<file path="config.mk">
export PLATFORM = sky130hd
export DESIGN_NAME = mem_access_unit
export DESIGN_NICKNAME = d
export VERILOG_FILES = /design/src/rtl/mem_access_unit_pkg.sv /design/src/rtl/mem_access_unit_timeout_ctr.sv /design/src/rtl/mem_access_unit.sv
export SDC_FILE = /design/constraint.sdc
export NUM_CORES = 1
export LEC_CHECK = 0
export ABC_CLOCK_PERIOD_IN_PS = 2300
export CORE_MARGIN = 8
export CORE_UTILIZATION = 41
export CTS_CLUSTER_DIAMETER = 100
export CTS_CLUSTER_SIZE = 30
export DETAILED_ROUTE_END_ITERATION = 8
export PLACE_DENSITY = 0.8
export SLEW_MARGIN = 10
export SYNTH_ARGS = -nofsm -noshare
export SYNTH_HDL_FRONTEND = slang
export SYNTH_SLANG_ARGS = --single-unit
export TNS_END_PERCENT = 20
</file>
<file path="constraint.sdc">
create_clock -name clk -period 2.3 [get_ports clk]
set_input_delay 0.345 -clock clk [delete_from_list [all_inputs] [get_ports clk]]
set_output_delay 0.345 -clock clk [all_outputs]
set_load 0.1 [all_outputs]
</file>
<file path="src/rtl/mem_access_unit_pkg.sv">
// mem_pkg: shared state encoding and sizing for the MIPS data-memory access unit.
// Revision 1.0
`default_nettype none

package mem_pkg;

  typedef enum logic [1:0] {
    IDLE = 2'd0,
    BUSY = 2'd1,
    DONE = 2'd2
  } mau_state_t;

  localparam int TIMEOUT_DEFAULT = 16;
  localparam int TOW = $clog2(TIMEOUT_DEFAULT);

  function automatic logic is_word_aligned(input logic [1:0] lsb);
    return (lsb == 2'b00);
  endfunction

endpackage

`default_nettype wire

</file>
<file path="src/rtl/mem_access_unit_timeout_ctr.sv">
// timeout_ctr: bus wait-cycle counter, flags the last permitted BUSY cycle.
// Revision 1.0
`default_nettype none

module timeout_ctr #(
  parameter int TIMEOUT = 16
) (
  input  logic clk,
  input  logic reset,
  input  logic clear,
  input  logic enable,
  output logic expired
);

  localparam int CW = (TIMEOUT > 1) ? $clog2(TIMEOUT) : 1;

  logic [CW-1:0] count;

  always_ff @(posedge clk or negedge reset) begin
    if (!reset) begin
      count <= '0;
    end else if (clear) begin
      count <= '0;
    end else if (enable) begin
      count <= count + CW'(1);
    end
  end

  assign expired = (count == CW'(TIMEOUT - 1));

endmodule

`default_nettype wire

</file>
<file path="src/rtl/mem_access_unit.sv">
// mem_access_unit: turns single-cycle lw/sw into a req/ack bus transaction, stalling the datapath meanwhile.
// Revision 1.0
`default_nettype none

module mem_access_unit
  import mem_pkg::*;
#(
  parameter int AW      = 32,
  parameter int DW      = 32,
  parameter int TIMEOUT = TIMEOUT_DEFAULT
) (
  input  logic          clk,
  input  logic          reset,
  input  logic          memread,
  input  logic          memwrite,
  input  logic [AW-1:0] addr,
  input  logic [DW-1:0] wdata,
  output logic [DW-1:0] rdata,
  output logic          stall,
  output logic          bus_req,
  output logic          bus_we,
  output logic [AW-1:0] bus_addr,
  output logic [DW-1:0] bus_wdata,
  input  logic          bus_ack,
  input  logic [DW-1:0] bus_rdata,
  output logic          err_align,
  output logic          err_timeout
);

  mau_state_t state;
  mau_state_t state_next;
  logic       access;
  logic       aligned;
  logic       expired;

  assign access  = memread | memwrite;
  assign aligned = is_word_aligned(addr[1:0]);

  timeout_ctr #(.TIMEOUT(TIMEOUT)) u_timeout_ctr (
    .clk     (clk),
    .reset   (reset),
    .clear   (state != BUSY),
    .enable  ((state == BUSY) && !bus_ack),
    .expired (expired)
  );

  always_ff @(posedge clk or negedge reset) begin
    if (!reset) begin
      state <= IDLE;
    end else begin
      state <= state_next;
    end
  end

  always_comb begin
    state_next = state;
    stall      = 1'b0;
    case (state)
      IDLE: begin
        if (access) begin
          stall      = 1'b1;
          state_next = aligned ? BUSY : DONE;
        end
      end
      BUSY: begin
        stall = 1'b1;
        if (bus_ack || expired) begin
          state_next = DONE;
        end
      end
      DONE:    state_next = IDLE;
      default: state_next = IDLE;
    endcase
  end

  assign bus_req = (state == BUSY);

  // Bus-side bank is loaded once at launch so it stays stable for the whole BUSY window.
  always_ff @(posedge clk or negedge reset) begin
    if (!reset) begin
      bus_addr  <= '0;
      bus_wdata <= '0;
      bus_we    <= 1'b0;
    end else if ((state == IDLE) && access && aligned) begin
      bus_addr  <= addr;
      bus_wdata <= wdata;
      bus_we    <= memwrite;
    end
  end

  always_ff @(posedge clk or negedge reset) begin
    if (!reset) begin
      rdata       <= '0;
      err_align   <= 1'b0;
      err_timeout <= 1'b0;
    end else begin
      if ((state == IDLE) && access && !aligned) begin
        err_align <= 1'b1;
        rdata     <= '0;
      end
      // An ack arriving on the last permitted cycle takes priority over the timeout.
      if (state == BUSY) begin
        if (bus_ack) begin
          if (!bus_we) begin
            rdata <= bus_rdata;
          end
        end else if (expired) begin
          err_timeout <= 1'b1;
          rdata       <= '0;
        end
      end
    end
  end

endmodule

`default_nettype wire

</file>
Yosys cells after proc, flatten, opt, wreduce, memory -nomap -nowiden
Index checks and enable logic that the tools add are counted.
{ "classes": {"reduce_logical": 12, "eq_ne": 5, "add_sub_neg": 1, "n_mux": 13, "bitwise_logic": 2} }
{ "op_table": {"columns": ["cell", "n"], "rows": [
  ["$mux W32", 5],
  ["$mux W4", 2],
  ["$mux W2", 3],
  ["$add A4 B1 Y4 const B", 1],
  ["$eq A4 B4 Y1 const B", 1],
  ["$logic_and A1 B1 Y1", 4],
  ["$logic_not A2 Y1", 2],
  ["$ne A2 B1 Y1 const B", 2],
  ["$pmux W2 S2", 1],
  ["$reduce_and A3 Y1", 1],
  ["$eq A2 B1 Y1 const B", 1],
  ["$logic_not A1 Y1", 2],
  ["$ne A2 B2 Y1 const B", 1],
  ["$pmux W1 S2", 1],
  ["$reduce_and A2 Y1", 1],
  ["$reduce_bool A2 Y1", 1],
  ["$logic_or A1 B1 Y1", 1],
  ["$mux W1", 1],
  ["$not A1 Y1", 1],
  ["$or A1 B1 Y1", 1]
]} }
{ "word_totals": {"wordCells": 41, "out_inout_bits": 101, "ff_bits": 105} }

Depth between registers and ports, before layout
{ "depth": {"word_depth": 7, "ltp_mapped": 6, "depth_no_buf": 4} }

By module
Synthesis repeated with hierarchy kept, for this count alone.
{ "unflattened": {"hier_cells": 312, "hier_area_um2": 4289.1} }
{ "by_module_without_submodules": {"columns": ["mod", "cells_per_inst", "area_each_um2", "n_inst", "seq_area_each_um2"], "rows": [
  ["mem_access_unit", 295, 4090.2, 1, 2527.4],
  ["timeout_ctr", 17, 198.9, 1, 100.1]
]} }

Worst setup path before layout
No wires, ideal clock.
{ "synth_timing": {"path_kind": "register to output", "from": "register state[0]", "to": "output port stall", "path_stages_with_launch": 3, "slack_ns": 0.168, "arrival_ns": 1.787, "required_time_ns": 1.955, "path_cell_list": "dfrtp_1 > nor3_1 > nor2_1"} }
{ "synth_between": {"elab_chain_cells": 2} }
{ "synth_rtl": {"columns": ["element", "line", "text"], "rows": [
  ["from (decl)", "mem_access_unit.sv:30", "mau_state_t state;"],
  ["from (signal assigned)", "mem_access_unit.sv:51", "state <= state_next;"],
  ["$eq A2 B1 Y1 / $logic_not A2 Y1 (equally long branches)", "mem_access_unit.sv:58", "case (state)"],
  ["$pmux W1 S2 *", "mem_access_unit.sv:58", null],
  ["to (decl)", "mem_access_unit.sv:19", "output logic stall,"]
]} }
Every way passes the cells marked *; elsewhere a longest branch is shown, timed or not.

Final worst setup path
{ "layout_timing": {"from": "register state[1]", "to": "register bus_wdata[5]"} }
{ "layout_between": {"elab_chain_cells": 3} }
{ "layout_rtl": {"columns": ["element", "line", "text"], "rows": [
  ["$logic_not A2 Y1", "mem_access_unit.sv:84", "end else if ((state == IDLE) && access && aligned) begin"],
  ["$logic_and A1 B1 Y1 (2 in series)", "mem_access_unit.sv:84", null],
  ["to (signal assigned)", "mem_access_unit.sv:86", "bus_wdata <= wdata;"],
  ["to (decl)", "mem_access_unit.sv:23", "output logic [DW-1:0] bus_wdata,"]
]} }
Every way passes these cells.
A chain may end at the register's enable or synchronous reset.

==> impl_metrics.csv <==
group,metric,value,unit
global_routing,overflow,0,
power_and_ir_drop,power_frac_comb,0.603,
yosys,synth-edff-count,0,
clock_tree,worst_skew_pair.late_latency,350,ps
critical_path,timing.critical_path.from,"state[1]$_DFFE_PN0P_",
final_layout,n_antenna_cell,0,
yosys,synthDistinctLibCells,31,
die,die_height,118,um
yosys,postSynthAreaPerCell,13.2,um2
final_layout,layout.filler_cells,819,
routing,routed_wl,12.0,mm
clock_tree,h_tree_level_count,3,
sta,highest_clock_rate,0.535,GHz
sta,rsz0062_at_grt,"false",
sta,timing.setup.tns,0,ps
clock_tree,cts-buffers-inserted,9,
power_and_ir_drop,leakage,2.85,nW
final_layout,multi_input_area,1480,um2
run,max_cap_violations,0,
routing,route.detailed.vias_per_inst,5.03,
yosys,ys.warnings.count,0,
critical_path,r2r_setup_slack,430,ps
die,die_width,118,um
die,num_rows,37,
final_layout,layout-drive-gt1-share,0.293,
clock_tree,cts_setup_buffers,0,
final_layout,layout-area-overhead-vs-synth,50.1,%
final_layout,area.sequential,2630,um2
global_routing,grt_max_degree,61,
sta,worst_slew_pin_tran,684,ps
clock_tree,root_buffer,"sky130_fd_sc_hd__clkbuf_8",
routing,drt_first_pass_iters,5,
routing,initialDrtViolationCount,192,
sta,timing_max_transition_violations_final,0,
critical_path,timing.critical_path.cells,"nor4_4 -> o21a_2 -> buf_12 -> mux2_2",
critical_path,critical_path.endpoint_type,"register",
yosys,synth.net_count,424,
final_layout,numnets_final,623,
die,core_outline_area,10200,um2
global_routing,number_of_antenna_violations_at_the_first_check_in_global_routing,0,
power_and_ir_drop,power_report.internal_total,0.00397,W
clock_tree,clk_transition_reported_paths,120,ps
sta,hold-worst-slack,463,ps
sta,timing_hold_violations_final,0,
power_and_ir_drop,p_switching,0.00545,W
critical_path,cp_max_stage_delay,490,ps
clock_tree,tritoncts_num_sinks,105,
yosys,synth.yosys.seq_area_share,0.617,
critical_path,worst_setup_path_start_kind,"register",
power_and_ir_drop,seqPwrFrac,0.281,
sta,fin_skew,15.2,ps
placed_design,place_hpwl,9.17,mm
yosys,synth.ff_latch_count,105,
critical_path,critical_path.max_fanout,60,
yosys,gate_count_of_the_mapped_netlist,322,
critical_path,worst-endpoint-arrival,2100,ps
hold_path,class_of_the_tightest_hold_or_removal_check,"in -> async",
routing,drc_violation_count_after_routing,0,
critical_path,worst-endpoint-required,2530,ps
critical_path,rr_endpoint,"bus_wdata[5]$_DFFE_PN0P_",
clock_tree,cts_hold_buffers,1,
clock_tree,ctsLongestPathBuffers,2,
sta,post-route-period-util,0.812,
global_routing,grtUsageTotal,0.174,
placed_design,io_buffers,201,
power_and_ir_drop,max-vdd-ir-drop,1.05,mV
sta,worst_slew_margin_rel,0.544,
power_and_ir_drop,p_clk_frac,0.117,
power_and_ir_drop,power.share.switching,0.578,
critical_path,crit_type,"reg -> reg",
critical_path,cells_on_worst_reg2reg_path,4,
die,floorplan.initialDensity,0.418,
power_and_ir_drop,cellPowerDensity,1470,nW/um2
clock_tree,cts-resized-gates,0,
routing,route.antenna.remaining_nets,0,
yosys,synth-main-ff-cell,"sky130_fd_sc_hd__dfrtp_1",
routing,route.detailed.wl_per_inst,18.2,um
die,die_area,13900,um2
clock_tree,tritoncts,"done",
sta,setup_viol,0,
yosys,netlist_area_pre_place,4260,um2
global_routing,grt_pass1_vias,3655,
outcome,run_status,"complete, no violations",
placed_design,globalplace.congestion,0.732,
critical_path,critical_path.slowest_cell,"sky130_fd_sc_hd__dfrtp_1",
global_routing,grt_pass1_wl,19.9,mm
die,boundaryPins,202,
routing,vias_post_dr,3328,
critical_path,regToRegStartpoint,"state[1]$_DFFE_PN0P_",
yosys,async_flop_share,1.00,
sta,layout_min_cycle_time,1870,ps
-- worst max path at each step --
stage,to,cells past startpoint
floorplan,stall,2
global placement,bus_addr[27]$_DFFE_PN0P_,5
detailed placement,bus_wdata[5]$_DFFE_PN0P_,5
CTS,bus_wdata[5]$_DFFE_PN0P_,4
global route,bus_wdata[23]$_DFFE_PN0P_,4
finish,bus_wdata[5]$_DFFE_PN0P_,4
-- power groups by stage --
stage | Sequential (W) | Combinational, W | Clock (W)
detailed placement | 0.00269 | 0.00572 | 0
floorplan | 0.00642 | 0.000601 | 0
global placement | 0.00267 | 0.00566 | 0
CTS | 0.00265 | 0.00572 | 0.00114
global route | 0.00272 | 0.00583 | 0.00120
finish | 0.00264 | 0.00568 | 0.00110
-- flip-flops by register name (all words and copies together), names as in the netlist --
signal / cells
bus_we: 1
u_timeout_ctr.count: 4
err_align: 1
err_timeout: 1
bus_wdata: 32
bus_addr: 32
state: 2
rdata: 32
-- area by class of cell --
type	count	area share
clock inverters	6	0.00784
flip-flops and latches	105	0.411
multi-input cells	190	0.232
well taps	136	0.0266
repair buffers	214	0.300
clock buffers	10	0.0215
inverters	1	0.000588
-- synthesized netlist by cell type, types with 2 or more instances --
| cell | number | share of area |
|---|---|---|
| sky130_fd_sc_hd__clkbuf_1 | 10 | 0.0088 |
| sky130_fd_sc_hd__buf_6 | 2 | 0.0053 |
| sky130_fd_sc_hd__buf_8 | 4 | 0.014 |
| sky130_fd_sc_hd__or2_2 | 3 | 0.0044 |
| sky130_fd_sc_hd__mux2_2 | 15 | 0.040 |
| sky130_fd_sc_hd__nor2b_1 | 4 | 0.0059 |
| sky130_fd_sc_hd__dfrtp_1 | 105 | 0.62 |
| sky130_fd_sc_hd__o211ai_1 | 32 | 0.056 |
| sky130_fd_sc_hd__mux2_1 | 47 | 0.12 |
| sky130_fd_sc_hd__a21oi_1 | 32 | 0.038 |
| sky130_fd_sc_hd__nor3_1 | 3 | 0.0035 |
| sky130_fd_sc_hd__xor2_1 | 2 | 0.0041 |
| sky130_fd_sc_hd__nand2_1 | 33 | 0.029 |
| sky130_fd_sc_hd__buf_2 | 9 | 0.011 |
| sky130_fd_sc_hd__nor2_1 | 5 | 0.0044 |
-- stage by stage --
step                worst slack, ps  cell area, um2   util  std cells  power (W)
floorplan                       168            4260      -        322    0.00703
global placement                200            6190  0.608        645    0.00833
detailed placement              124            6190  0.608        645    0.00841
CTS                             416            6390  0.627        662    0.00951
global route                    315            6390  0.627        662    0.00974
finish                          433            6390  0.627        662    0.00942
-- layer usage --
| metal | part of all wire | global-route usage | vias up | wire length [um] |
|---|---|---|---|---|
| li1 | - | - | 1533 | - |
| met1 | 0.41 | 0.207 | 1641 | 4950 |
| met2 | 0.50 | 0.294 | 131 | 6070 |
| met3 | 0.058 | 0.0528 | 23 | 694 |
| met4 | 0.026 | 0.0616 | 0 | 310 |
| met5 | 0 | 0 | - | 0 |
-- cell usage in the layout (no fill, tap or decap), drive strengths merged, types with 2 or more instances in the layout --
cell type and instances:
mux2 62, inv 4, nand2 33, clkinv 2, nor2 5, clkbuf 10
xor2 2, a21oi 32, clkdlybuf4s50 99, o211ai 32, nor3 3, or2 3
buf 114, dfrtp 105, nor2b 4
-- kinds of logic after synthesis --
kind of cell	share of synthesized area
flops	0.617
compound gates	0.101
mux	0.166
simple gates	0.0644
buf+inv	0.0414
xor+xnor	0.00617
fa+ha+maj	0.00294
-- worst max-delay path, delay by kind of cell (launching register included) --
family / cells / cell delay, ps
AO/OA/AOI/OAI: 1 / 220
buffers and inverters: 1 / 290
flip-flops: 1 / 490
multiplexers: 1 / 380
AND/OR/NAND/NOR: 1 / 350
(Power assumes the default switching activity.)
